**config.mk**
```make
export PLATFORM = sky130hd
export DESIGN_NAME = output_scheduler
export DESIGN_NICKNAME = d
export VERILOG_FILES = /design/src/rtl/output_scheduler.sv
export SDC_FILE = /design/constraint.sdc
export NUM_CORES = 1
export LEC_CHECK = 0
export BUFFER_PORTS_ARGS = -buffer_cell sky130_fd_sc_hd__buf_2
export CAP_MARGIN = 20
export CORE_UTILIZATION = 50
export CTS_CLUSTER_SIZE = 12
export DETAILED_ROUTE_END_ITERATION = 10
export GPL_ROUTABILITY_DRIVEN = 0
export HOLD_SLACK_MARGIN = 0.02
export PLACE_DENSITY = 0.8
export SYNTH_ARGS = -nofsm -noshare
export SYNTH_HDL_FRONTEND = slang
export SYNTH_SLANG_ARGS = --single-unit
```
**constraint.sdc**
```tcl
create_clock -name CLK -period 4.4 [get_ports CLK]
set_input_delay 0.88 -clock CLK [delete_from_list [all_inputs] [get_ports CLK]]
set_output_delay 0.88 -clock CLK [all_outputs]
set_load 0.03 [all_outputs]
```
**src/rtl/output_scheduler.sv**
```systemverilog
// Round-robin capture of one of four 32-bit values, shown as sign + 3 BCD digits; grant to Done is 11 cycles.
// No backpressure: requesters hold Req until their Grant, requests outside IDLE are ignored (not queued).
module output_scheduler #(
  parameter int HOLD_CYCLES = 4
) (
  input  logic         CLK,
  input  logic         Reset,
  input  logic [3:0]   Req,
  input  logic [127:0] Dado,
  output logic [3:0]   Grant,
  output logic         Busy,
  output logic         Done,
  output logic [6:0]   Display1,
  output logic [6:0]   Display2,
  output logic [6:0]   Display3,
  output logic [6:0]   Display4,
  output logic [10:0]  LEDs,
  output logic         Ovf
);

  localparam logic [1:0] IDLE    = 2'd0;
  localparam logic [1:0] CONVERT = 2'd1;
  localparam logic [1:0] SHOW    = 2'd2;
  localparam logic [1:0] HOLD    = 2'd3;

  logic [1:0]  state;
  logic [1:0]  last;
  logic [10:0] raw_q;
  logic        sign_q;
  logic        ovf_q;
  logic [9:0]  bin_q;
  logic [11:0] bcd_q;
  logic [3:0]  iter_q;
  logic [7:0]  hold_q;

  logic [1:0]  pick_idx;
  logic        pick_vld;
  logic        sel_sign;
  logic [10:0] sel_raw;
  logic [9:0]  sel_low;
  logic        sel_ovf;
  logic [9:0]  sel_opd;
  logic [3:0]  units_adj;
  logic [3:0]  tens_adj;
  logic [11:0] bcd_nxt;

  function automatic logic [6:0] seg7(input logic [3:0] d);
    case (d)
      4'd0:    seg7 = 7'b0000001;
      4'd1:    seg7 = 7'b1001111;
      4'd2:    seg7 = 7'b0010010;
      4'd3:    seg7 = 7'b0000110;
      4'd4:    seg7 = 7'b1001100;
      4'd5:    seg7 = 7'b0100100;
      4'd6:    seg7 = 7'b0100000;
      4'd7:    seg7 = 7'b0001111;
      4'd8:    seg7 = 7'b0000000;
      4'd9:    seg7 = 7'b0000100;
      default: seg7 = 7'b1111111;
    endcase
  endfunction

  always_comb begin
    pick_vld = 1'b0;
    pick_idx = last;
    for (int i = 1; i <= 4; i++) begin
      if (!pick_vld && Req[last + 2'(i)]) begin
        pick_vld = 1'b1;
        pick_idx = last + 2'(i);
      end
    end
  end

  // Low bits of a two's-complement negation depend only on the low bits of the input.
  assign sel_sign = Dado[{pick_idx, 5'd31}];
  assign sel_raw  = Dado[{pick_idx, 5'd0} +: 11];
  assign sel_low  = sel_sign ? (~sel_raw[9:0] + 10'd1) : sel_raw[9:0];
  assign sel_ovf  = (sel_low > 10'd999);
  assign sel_opd  = sel_ovf ? 10'd999 : sel_low;

  // Operand never exceeds 999, so the hundreds digit is below 5 before every shift.
  assign units_adj = (bcd_q[3:0] >= 4'd5) ? bcd_q[3:0] + 4'd3 : bcd_q[3:0];
  assign tens_adj  = (bcd_q[7:4] >= 4'd5) ? bcd_q[7:4] + 4'd3 : bcd_q[7:4];
  assign bcd_nxt   = {bcd_q[10:8], tens_adj, units_adj, bin_q[9]};

  assign Busy = (state != IDLE);

  always_ff @(posedge CLK) begin
    if (!Reset) begin
      state    <= IDLE;
      last     <= 2'd3;
      raw_q    <= '0;
      sign_q   <= 1'b0;
      ovf_q    <= 1'b0;
      bin_q    <= '0;
      bcd_q    <= '0;
      iter_q   <= '0;
      hold_q   <= '0;
      Grant    <= '0;
      Done     <= 1'b0;
      Display1 <= 7'b1111111;
      Display2 <= 7'b1111111;
      Display3 <= 7'b1111111;
      Display4 <= 7'b1111111;
      LEDs     <= '0;
      Ovf      <= 1'b0;
    end else begin
      Grant <= '0;
      Done  <= 1'b0;
      case (state)
        IDLE: begin
          if (pick_vld) begin
            raw_q  <= sel_raw;
            sign_q <= sel_sign;
            ovf_q  <= sel_ovf;
            bin_q  <= sel_opd;
            bcd_q  <= '0;
            iter_q <= '0;
            Grant  <= 4'b0001 << pick_idx;
            last   <= pick_idx;
            state  <= CONVERT;
          end
        end
        CONVERT: begin
          bcd_q  <= bcd_nxt;
          bin_q  <= {bin_q[8:0], 1'b0};
          iter_q <= iter_q + 4'd1;
          if (iter_q == 4'd9) state <= SHOW;
        end
        SHOW: begin
          Display1 <= seg7(bcd_q[3:0]);
          Display2 <= seg7(bcd_q[7:4]);
          Display3 <= seg7(bcd_q[11:8]);
          Display4 <= sign_q ? 7'b1111110 : 7'b1111111;
          LEDs     <= raw_q;
          Ovf      <= ovf_q;
          Done     <= 1'b1;
          hold_q   <= 8'(HOLD_CYCLES);
          state    <= HOLD;
        end
        HOLD: begin
          if (hold_q <= 8'd1) begin
            hold_q <= '0;
            state  <= IDLE;
          end else begin
            hold_q <= hold_q - 8'd1;
          end
        end
        default: state <= IDLE;
      endcase
    end
  end

endmodule

```
==> results of run 1 <==
-- metrics by stage --
| stage | util, % | std cells | area (um^2) |
|---|---|---|---|
| 2_1_floorplan | - | 628 | 5011 |
| 3_3_place_gp | 56.40 | 819 | 5488 |
| 3_5_place_dp | 56.40 | 819 | 5488 |
| 4_1_cts | 58.71 | 835 | 5712 |
| 5_1_grt | 58.91 | 836 | 5732 |
| 6_report | 58.91 | 836 | 5732 |
-- registers in the layout, summed over array words and instances (netlist names) --
name / cells
ovf_q: 1
bcd_q: 12
last: 2
Display1: 7
Grant: 4
Display2: 7
raw_q: 11
LEDs: 11
iter_q: 4
state: 2
Done: 1
Display3: 7
bin_q: 10
hold_q: 8
sign_q: 1
Ovf: 1
Display4: 1
-- cells by family (layout without fill, tap and decap cells) --
family	count (synthesis)	count (layout)	share of synthesized area (%)
XOR/XNOR	11	11	1.930
flip-flops	90	90	36.09
multiplexers	39	39	8.496
other	1	6	0.07512
buffers and inverters	67	142	5.814
AND/OR/NAND/NOR	221	221	20.35
adder cells (fa/ha/maj)	25	25	6.266
AO/OA/AOI/OAI	169	169	20.98
-- worst min-delay path, delay by kind of cell, from the launching register on --
| kind | cells | cell delay [ns] |
|---|---|---|
| DFF | 1 | 0.32 |
| and+or+nand+nor | 2 | 0.10 |
-- layout make-up --
class	instances	share of cell area (%)
inverter	28	1.834
timing repair buffer	98	8.994
clock buffer	10	2.227
sequential	90	31.43
multi-input combinational	471	50.93
clock inverter	6	1.681
tap	133	2.903
-- worst paths after layout --
path	start	to	slack, ns	cells after the start
worst min register to register	bin_q[9]	bin_q[9]	0.46	2
worst max register to register	last[1]	bin_q[2]	0.97	12
worst min-delay path	bin_q[9]	bin_q[9]	0.46	2
worst max-delay path	Req[2]	bin_q[2]	0.79	13
-- power groups by stage --
stage | combinational [mW] | sequential [mW] | clock (mW)
after floorplan | 1.24 | 1.31 | 0
after global placement | 1.73 | 1.15 | 0
after detailed placement | 1.77 | 1.16 | 0
after CTS | 1.79 | 1.15 | 0.649
after global routing | 1.99 | 1.17 | 0.690
final | 1.79 | 1.14 | 0.644
-- cells in the mapped netlist, types with 2 or more instances --
master | n | area, um^2
a211o_1 | 3 | 26.28
o21ai_1 | 3 | 15.01
a211oi_1 | 2 | 15.01
xnor2_1 | 10 | 87.58
nand2_1 | 95 | 356.6
nand3b_1 | 3 | 22.52
nor4_1 | 2 | 12.51
nor3b_2 | 2 | 25.02
buf_1 | 4 | 15.01
mux2_2 | 2 | 22.52
a21oi_2 | 2 | 17.52
nand2b_1 | 11 | 68.82
a21o_1 | 4 | 30.03
and3_1 | 2 | 12.51
a31oi_1 | 5 | 31.28
and2_1 | 2 | 12.51
mux2i_1 | 31 | 310.3
o211a_1 | 2 | 20.02
o31ai_1 | 4 | 30.03
nor2b_1 | 5 | 31.28
nor3_1 | 10 | 50.05
ha_1 | 25 | 312.8
or4_1 | 2 | 15.01
a21oi_1 | 63 | 315.3
dfxtp_1 | 90 | 1802
nor2_1 | 65 | 244.0
inv_1 | 26 | 97.59
buf_4 | 6 | 45.04
mux2i_2 | 5 | 68.82
o221ai_1 | 5 | 43.79
clkbuf_1 | 26 | 97.59
a22oi_1 | 12 | 90.09
buf_6 | 2 | 22.52
o21ai_0 | 42 | 210.2
o311ai_0 | 2 | 17.52
nand3_1 | 12 | 60.06
o21a_1 | 3 | 22.52
or3_1 | 3 | 18.77
o211ai_1 | 9 | 67.56
-- layout by cell type (no fill, tap or decap), types with 25 or more instances in the layout --
cell     instances
inv_1           26
nand2_1         95
nor2_1          65
ha_1            25
o21ai_0         42
a21oi_1         63
mux2i_1         31
buf_2           93
dfxtp_1         90
-- routing by layer --
metal  part of all wire, %  track usage [%]
met1                    43            25.11
met2                    51            43.45
met3                   4.7            3.694
met4                   1.3            8.352
met5                     0                0
==> impl_metrics.toml, run 1 <==
[worst_setup_path]
crit_path_end_kind = "flip-flop"
worstPathBufferInverterCount = 2
critPathLaunchType = "input pin"
cp.arrival_ns = 3.90
cp_slowest_stage_delay_ns = 0.50
worst-setup-path-type = "input pin to flip-flop"
cpLargestDelayFamily = "compound AO/OA/AOI/OAI gates"
cp_cell_sequence = "buf_2, nand2b_1, a21oi_2, nor3_4, buf_4, a21oi_1, a22oi_2, nor4bb_4, nor4_1, mux2i_1, a211oi_2, nor3_1, a21oi_1"
path_max_fanout = 22
path_common_cell = "a21oi_1"
critPathSlowestCell = "a22oi_2"
worstPathRequired_ns = 4.69

[cells_and_area]
seq_area_mm2 = 0.001802
fillers = 914
layout.nets = 857
synthToLayoutAreaGrowth_pct = 14.81
drive_above_1_share_pct = 19.20
antennaDiodeCount = 0
multi_input_area_mm2 = 0.002919

[place]
dp_worst_setup_slack_ns = 0.4527
io_buffers = 93
hpwl_mm = 8.007

[global_routing]
grt_pass1_vias = 4327
grt_use_total_pct = 22.71
grt_max_degree = 69
grt_first_pass_wirelength_mm = 18.82
grt_overflow = 0
antenna_found_initial = 0

[floorplanning]
initial_core_util_pct = 51.31
die_w_um = 101.9
die_h_um = 101.9
placementRows = 36
core_mm2 = 0.009729
die-area_mm2 = 0.01039
ios = 180

[timing]
max_slew_margin_pct = 28.17
clock.fmax_mhz = 277.0
maxSlewViolCount = 0
worst_pin_slew_ns = 1.077
hold_ws_ns = 0.4578
finalSetupViolations = 0
rsz0062_at_grt = "false"
hold_violations = 0
post-route-period-util_pct = 82.06
fin_ws_ns = 0.7895
layout_min_cycle_time_ns = 3.611
setup_tns_ns = 0
fin_skew_ns = 0.01148

[pwr]
irDropWorstVdd_uv = 402.1
p_int_mw = 2.001
p_leak_nw = 2.379
power.switching_mw = 1.573
powerDensity_mw_per_mm2 = 623.6
seqPwrFrac_pct = 32.0
p_clk_share_pct = 18.0
combinationalPowerShare_pct = 50.0
sw_frac_of_total_pct = 44.02
finalPower_mw = 3.574

[yosys]
ys_ff_latch = 90
synthArstFlopShare_pct = 0
yosysWarnings = 0
synth_edf_count = 0
synth_area_mm2 = 0.004992
ys_types = 60
avgSynthCellArea_um2 = 8.013
synthCells = 623
synth_top_flop_cell = "dfxtp_1"
ys_seq_area_share_pct = 36.09

[hold_path]
hold_path_class = "flip-flop to flip-flop"

[route]
wl_mm = 11.12
ant_nets = 0
vias = 4538
wire_per_inst_um = 13.30
drt_iter0_drc = 155
first_pass_iters = 4
drc = 0
viasPerCell = 5.428

[clocking]
holdBufCountCts = 0
cts_setup_buffers = 0
cts_resized = 0
numCtsBuffers = 9
clock_latency_ns = 0.37
clock_sinks = 90
clk_root_buffer_cell = "clkbuf_8"
cts_tree = "done"
htree_levels = 3
path_clk_slew_ns = 0.09
clock_path_buffers = 2

[run]
maxCapViolations = 0

[outcome]
outcome = "finished, final reports clean"
(Power assumes the default switching activity.)
==> inputs of run 2 (changes only) <==
--- a/config.mk
+++ b/config.mk
@@ -5,6 +5,7 @@
 export SDC_FILE = /design/constraint.sdc
 export NUM_CORES = 1
 export LEC_CHECK = 0
+export ABC_AREA = 1
 export BUFFER_PORTS_ARGS = -buffer_cell sky130_fd_sc_hd__buf_2
 export CAP_MARGIN = 20
 export CORE_UTILIZATION = 50
==> constraint.sdc (replaced) <==
create_clock -name CLK -period 3.39 [get_ports CLK]
set_input_delay 0.678 -clock CLK [delete_from_list [all_inputs] [get_ports CLK]]
set_output_delay 0.678 -clock CLK [all_outputs]
set_load 0.03 [all_outputs]
==> impl_metrics.toml, run 2 <==
[cells_and_area]
drive_above_1_share_pct = 20.15
synthToLayoutAreaGrowth_pct = 15.09
final_util_pct = 59.46
mostFrequentLayoutCells = "nand2_1 (180), buf_2 (93), dfxtp_1 (90)"
fillers = 926
multi_input_area_mm2 = 0.002834
largest_reg_flops = 12
antennaDiodeCount = 0
regMostFlops = "bcd_q"
top_regs = "bcd_q (12), LEDs (11), raw_q (11)"
final_cells = 957
final_common_cell = "nand2_1"
layout.nets = 978
seq_area_mm2 = 0.001802

[worst_setup_path]
r2r_slack_ns = 0.47
cp_cell_sequence = "inv_8, nand2_1, nand2_2, nand2_1, nand2_2, nand2_4, nand3_1, nand2_4, nand2_1, nand3_1, nand2_2, ha_1, nand3_1, nand2_1, nand2_1, nand2_1, nand2_1, nand2_1, nor2_4, nand3_4, nand2_1, nand2_1, a21oi_2"
critPathSlowestCell = "dfxtp_1"
cp_slowest_stage_delay_ns = 0.57
crit_path_end_kind = "flip-flop"
worst-setup-path-type = "flip-flop to flip-flop"
path_max_fanout = 17
worstPathRequired_ns = 3.69
critPathLaunchType = "flip-flop"
path_common_cell = "nand2_1"
cpLargestDelayFamily = "simple AND/OR/NAND/NOR gates"
worstPathBufferInverterCount = 1
cp.arrival_ns = 3.22

[yosys]
ys_types = 42
avgSynthCellArea_um2 = 6.918
synth_top_flop_cell = "dfxtp_1"
synthTopCellsByArea = "dfxtp_1 (36%), nand2_1 (13%), o21ai_0 (7.6%)"
yosysWarnings = 0
post-synth-top-count-cell = "nand2_1"
synth_area_mm2 = 0.005050
synthCells = 730
synthArstFlopShare_pct = 0
ys_ff_latch = 90
synth_edf_count = 0
synth_top_area_share_pct = 35.68
ys_seq_area_share_pct = 35.68
synth_area_leader_cell = "dfxtp_1"
synth_common_cells = "nand2_1 (180), dfxtp_1 (90), nor2_1 (77), o21ai_0 (77), a21oi_1 (55)"

[timing]
max_slew_margin_pct = 56.51
setup_tns_ns = 0
finalSetupViolations = 0
rsz0062_at_grt = "false"
maxSlewViolCount = 0
layout_min_cycle_time_ns = 2.915
fin_skew_ns = 0.01236
post-route-period-util_pct = 85.99
fin_ws_ns = 0.4750
hold_violations = 0
clock.fmax_mhz = 343.1
worst_pin_slew_ns = 0.6483

[global_routing]
grt_pass1_vias = 4518
grt_max_degree = 46
grt_use_total_pct = 22.90
grt_overflow = 0
grt_first_pass_wirelength_mm = 19.38
antenna_found_initial = 0

[clocking]
clock_path_buffers = 2
numCtsBuffers = 9
htree_levels = 3
clk_root_buffer_cell = "clkbuf_8"
path_clk_slew_ns = 0.09
clock_sinks = 90
cts_tree = "done"
clock_latency_ns = 0.37
cts_resized = 0
cts_setup_buffers = 0
holdBufCountCts = 0

[pwr]
p_int_mw = 2.980
sw_frac_of_total_pct = 52.26
combinationalPowerShare_pct = 62.4
p_leak_nw = 2.707
p_clk_share_pct = 10.9
seqPwrFrac_pct = 26.6
power.switching_mw = 3.261
irDropWorstVdd_uv = 644.7
powerDensity_mw_per_mm2 = 1074

[outcome]
outcome = "finished, final reports clean"

[floorplanning]
core_mm2 = 0.009774
die_w_um = 102.5
placementRows = 36
initial_core_util_pct = 51.66
ios = 180
die-area_mm2 = 0.01051
die_h_um = 102.5

[route]
vias = 4956
first_pass_iters = 5
wl_mm = 11.58
viasPerCell = 5.179
ant_nets = 0
drc = 0
wire_per_inst_um = 12.10
drt_iter0_drc = 235

[hold_path]
hold_path_class = "flip-flop to flip-flop"

[place]
dpl.cell_count = 941
dp_worst_setup_slack_ns = 0.3388
io_buffers = 93
hpwl_mm = 8.332

[run]
maxCapViolations = 0
==> run 2: cell count changes in the layout (fill, tap and decap cells not counted), sizes merged, moves of 8 or more <==
| cell | before | now |
|---|---|---|
| nand2b | 11 | 0 |
| inv | 30 | 60 |
| xnor2 | 10 | 1 |
| mux2i | 37 | 0 |
| o22ai | 1 | 9 |
| o21ai | 46 | 79 |
| nor2 | 65 | 79 |
| a22oi | 14 | 3 |
| nand2 | 95 | 201 |
| nand3 | 12 | 48 |
| buf | 98 | 108 |
==> run 2: worst register-to-register path: cells and delay by family, from the launching register on <==
kind / cells / cell delay, ns
adder cells (fa/ha/maj): 1 / 0.25
flip-flops: 1 / 0.57
AO/OA/AOI/OAI: 1 / 0.10
AND/OR/NAND/NOR: 20 / 1.86
buffers and inverters: 1 / 0.09
==> run 2: power by group through the flow <==
stage / logic (mW) / registers [mW] / clock network (mW)
4_1_cts: 3.90 / 1.66 / 0.699
5_1_grt: 4.40 / 1.71 / 0.740
3_5_place_dp: 3.88 / 1.68 / 0
2_1_floorplan: 2.81 / 1.87 / 0
3_3_place_gp: 3.81 / 1.67 / 0
6_report: 3.90 / 1.66 / 0.683
==> run 2: cell type report <==
| class | count | share of cell area [%] |
|---|---|---|
| tap | 133 | 2.863 |
| sequential | 90 | 31.00 |
| inverter | 62 | 4.133 |
| clock inverter | 6 | 0.8827 |
| timing repair buffer | 108 | 10.16 |
| clock buffer | 10 | 2.196 |
| multi-input combinational | 548 | 48.76 |
==> run 2: cell families (layout without fill, tap and decap cells) <==
group                      Yosys count  count (layout)  synth area share, %
other                                1               6              0.07426
xor gates and xnor gates             4               4               0.6939
and+or+nand+nor                    346             346                30.62
buffers and inverters               97             186                8.573
adders and majority gates           25              25                6.194
DFF                                 90              90                35.68
AOI/OAI and AO/OA                  167             167                18.16
==> run 2: metal layers <==
metal	GRT usage (%)	vias up	share of wire (%)
li1	-	2567	-
met1	29.20	2219	47
met2	39.44	158	46
met3	3.525	12	6.0
met4	7.692	0	1.1
met5	0	-	0
==> run 2: final timing paths <==
path,end,depth (start not counted),startpoint
setup / recovery,bin_q[1],23,last[0]
hold / removal,Display4[0],1,sign_q
setup reg to reg,bin_q[1],23,last[0]
hold reg to reg,Display4[0],1,sign_q
==> run 2: stage by stage <==
stage / instance area [um^2] / hold slack [ns] / power [mW]
final: 5812 / 0.4545 / 6.241
after detailed placement: 5633 / 0.4427 / 5.553
after floorplan: 5069 / 0.4118 / 4.687
after CTS: 5812 / 0.4445 / 6.250
after global routing: 5812 / 0.4557 / 6.847
after global placement: 5633 / 0.4218 / 5.482
==> inputs of run 3 (changes only) <==
--- a/config.mk
+++ b/config.mk
@@ -14,6 +14,7 @@
 export GPL_ROUTABILITY_DRIVEN = 0
 export HOLD_SLACK_MARGIN = 0.02
 export PLACE_DENSITY = 0.8
+export REMOVE_ABC_BUFFERS = 1
 export SYNTH_ARGS = -nofsm -noshare
 export SYNTH_HDL_FRONTEND = slang
 export SYNTH_SLANG_ARGS = --single-unit
==> impl_metrics.toml, run 3 (synthesized netlist as in run 2, its figures left out) <==
[worst_setup_path]
path_common_cell = "nand2_1"
cpLargestDelayFamily = "simple AND/OR/NAND/NOR gates"
worstPathRequired_ns = 3.70
cp_cell_sequence = "inv_8, nand2_1, nand3_1, nand2_1, nand2_4, nand2_4, nand2_8, nand2_4, nand2_1, nand3_1, nand2_1, ha_1, nand3_1, nand2_1, nand2_1, nand2_1, nand2_1, nand2_1, nor2_4, nand3_4, nand2_1, nand2_1, a21oi_2"
cp_slowest_stage_delay_ns = 0.57
crit_path_end_kind = "flip-flop"
worst-setup-path-type = "flip-flop to flip-flop"
crit_cells = 23
critPathSlowestCell = "dfxtp_1"
worstPathBufferInverterCount = 1
critPathLaunchType = "flip-flop"
path_max_fanout = 25
cp.arrival_ns = 3.31
reg2regPathDepth = 23

[floorplanning]
die_w_um = 102.5
ios = 180
die-area_mm2 = 0.01051
die_h_um = 102.5
placementRows = 36
core_mm2 = 0.009774
initial_core_util_pct = 51.66

[place]
dp_worst_setup_slack_ns = 0.2560
place_area_mm2 = 0.005598
dpl.cell_count = 938
io_buffers = 93
hpwl_mm = 8.102

[clocking]
holdBufCountCts = 0
clock_path_buffers = 2
clk_root_buffer_cell = "clkbuf_8"
htree_levels = 3
cts_tree = "done"
numCtsBuffers = 9
cts_resized = 0
clock_latency_ns = 0.37
clock_sinks = 90
cts_setup_buffers = 0
path_clk_slew_ns = 0.10

[pwr]
p_leak_nw = 2.690
seqPwrFrac_pct = 26.8
p_clk_share_pct = 11.9
power.switching_mw = 3.227
combinationalPowerShare_pct = 61.4
sw_frac_of_total_pct = 52.40
p_int_mw = 2.931
powerDensity_mw_per_mm2 = 1063
irDropWorstVdd_uv = 689.7
finalPower_mw = 6.159

[cells_and_area]
final_cells = 954
synthToLayoutAreaGrowth_pct = 14.77
mostFrequentLayoutCells = "nand2_1 (180), buf_2 (93), dfxtp_1 (90)"
top_regs = "bcd_q (12), LEDs (11), raw_q (11)"
final_area_mm2 = 0.005796
regMostFlops = "bcd_q"
drive_above_1_share_pct = 19.98
largest_reg_flops = 12
antennaDiodeCount = 0
final_common_cell = "nand2_1"
layout.nets = 975

[route]
wl_mm = 11.20
drt_iter0_drc = 182
drc = 0
vias = 4878
first_pass_iters = 4
viasPerCell = 5.113
ant_nets = 0
wire_per_inst_um = 11.74

[timing]
post-route-period-util_pct = 88.52
fin_ws_ns = 0.3890
rsz0062_at_grt = "false"
clock.fmax_mhz = 333.2
max_slew_margin_pct = 53.16
hold_violations = 0
fin_skew_ns = 0.01278
setup_tns_ns = 0
maxSlewViolCount = 0
layout_min_cycle_time_ns = 3.001
finalSetupViolations = 0
worst_pin_slew_ns = 0.7026

[global_routing]
grt_pass1_vias = 4362
grt_max_degree = 46
grt_first_pass_wirelength_mm = 18.86
grt_overflow = 0
antenna_found_initial = 0
grt_use_total_pct = 22.43

[outcome]
outcome = "finished, final reports clean"

[hold_path]
hold_path_class = "flip-flop to flip-flop"
holdPathStages = 1

[run]
maxCapViolations = 0
-- run 3: cell count changes in the layout (fill, tap and decap cells not counted), moves of 2 or more --
cell / before / now
clkinvlp_4: 0 / 2
clkinv_4: 3 / 1
buf_4: 14 / 12
inv_8: 2 / 4
-- run 3: cell type report --
cell class | count | area (um^2)
repair buffers | 105 | 555.5
inverters | 62 | 240.2
multi-input cells | 548 | 2834
clock inverters | 7 | 73.82
flip-flops and latches | 90 | 1802
clock buffers | 9 | 123.9
fillers | 944 | 3979
well taps | 133 | 166.4
-- run 3: layer usage --
metal / GRT usage (%) / vias to the layer above / share of wire [%]
li1: - / 2558 / -
met1: 26.59 / 2177 / 46
met2: 40.26 / 128 / 48
met3: 4.203 / 15 / 4.6
met4: 8.022 / 0 / 1.4
met5: 0 / - / 0
-- run 3: metrics by stage --
stage          utilization [%]  hold WS [ns]
6_report                 59.29        0.4399
5_1_grt                  59.29        0.4735
4_1_cts                  59.29        0.4423
3_5_place_dp             57.27        0.4423
3_3_place_gp             57.27        0.4274
2_1_floorplan                -        0.4118
-- run 3: power by group through the flow --
stage	Combinational (mW)	Clock, mW	Sequential [mW]
floorplan	2.61	0	1.90
global placement	3.69	0	1.67
detailed placement	3.77	0	1.67
CTS	3.78	0.749	1.65
global route	4.30	0.786	1.70
finish	3.78	0.730	1.65
-- run 3: path summary, 6_finish.rpt --
check          start     endpoint  slack [ns]
max          last[0]     bin_q[2]        0.39
min           sign_q  Display4[0]        0.44
max reg2reg  last[0]     bin_q[2]        0.39
min reg2reg   sign_q  Display4[0]        0.44
-- run 3: worst reg2reg max path, cell delays in order, from the launching register on --
cell and delay, ns:
dfxtp_1 0.57, inv_8 0.09, nand2_1 0.09, nand3_1 0.07, nand2_1 0.14, nand2_4 0.09
nand2_4 0.09, nand2_8 0.08, nand2_4 0.21, nand2_1 0.09, nand3_1 0.07, nand2_1 0.13
ha_1 0.27, nand3_1 0.09, nand2_1 0.10, nand2_1 0.09, nand2_1 0.05, nand2_1 0.08
nand2_1 0.09, nor2_4 0.11, nand3_4 0.10, nand2_1 0.08, nand2_1 0.06, a21oi_2 0.11
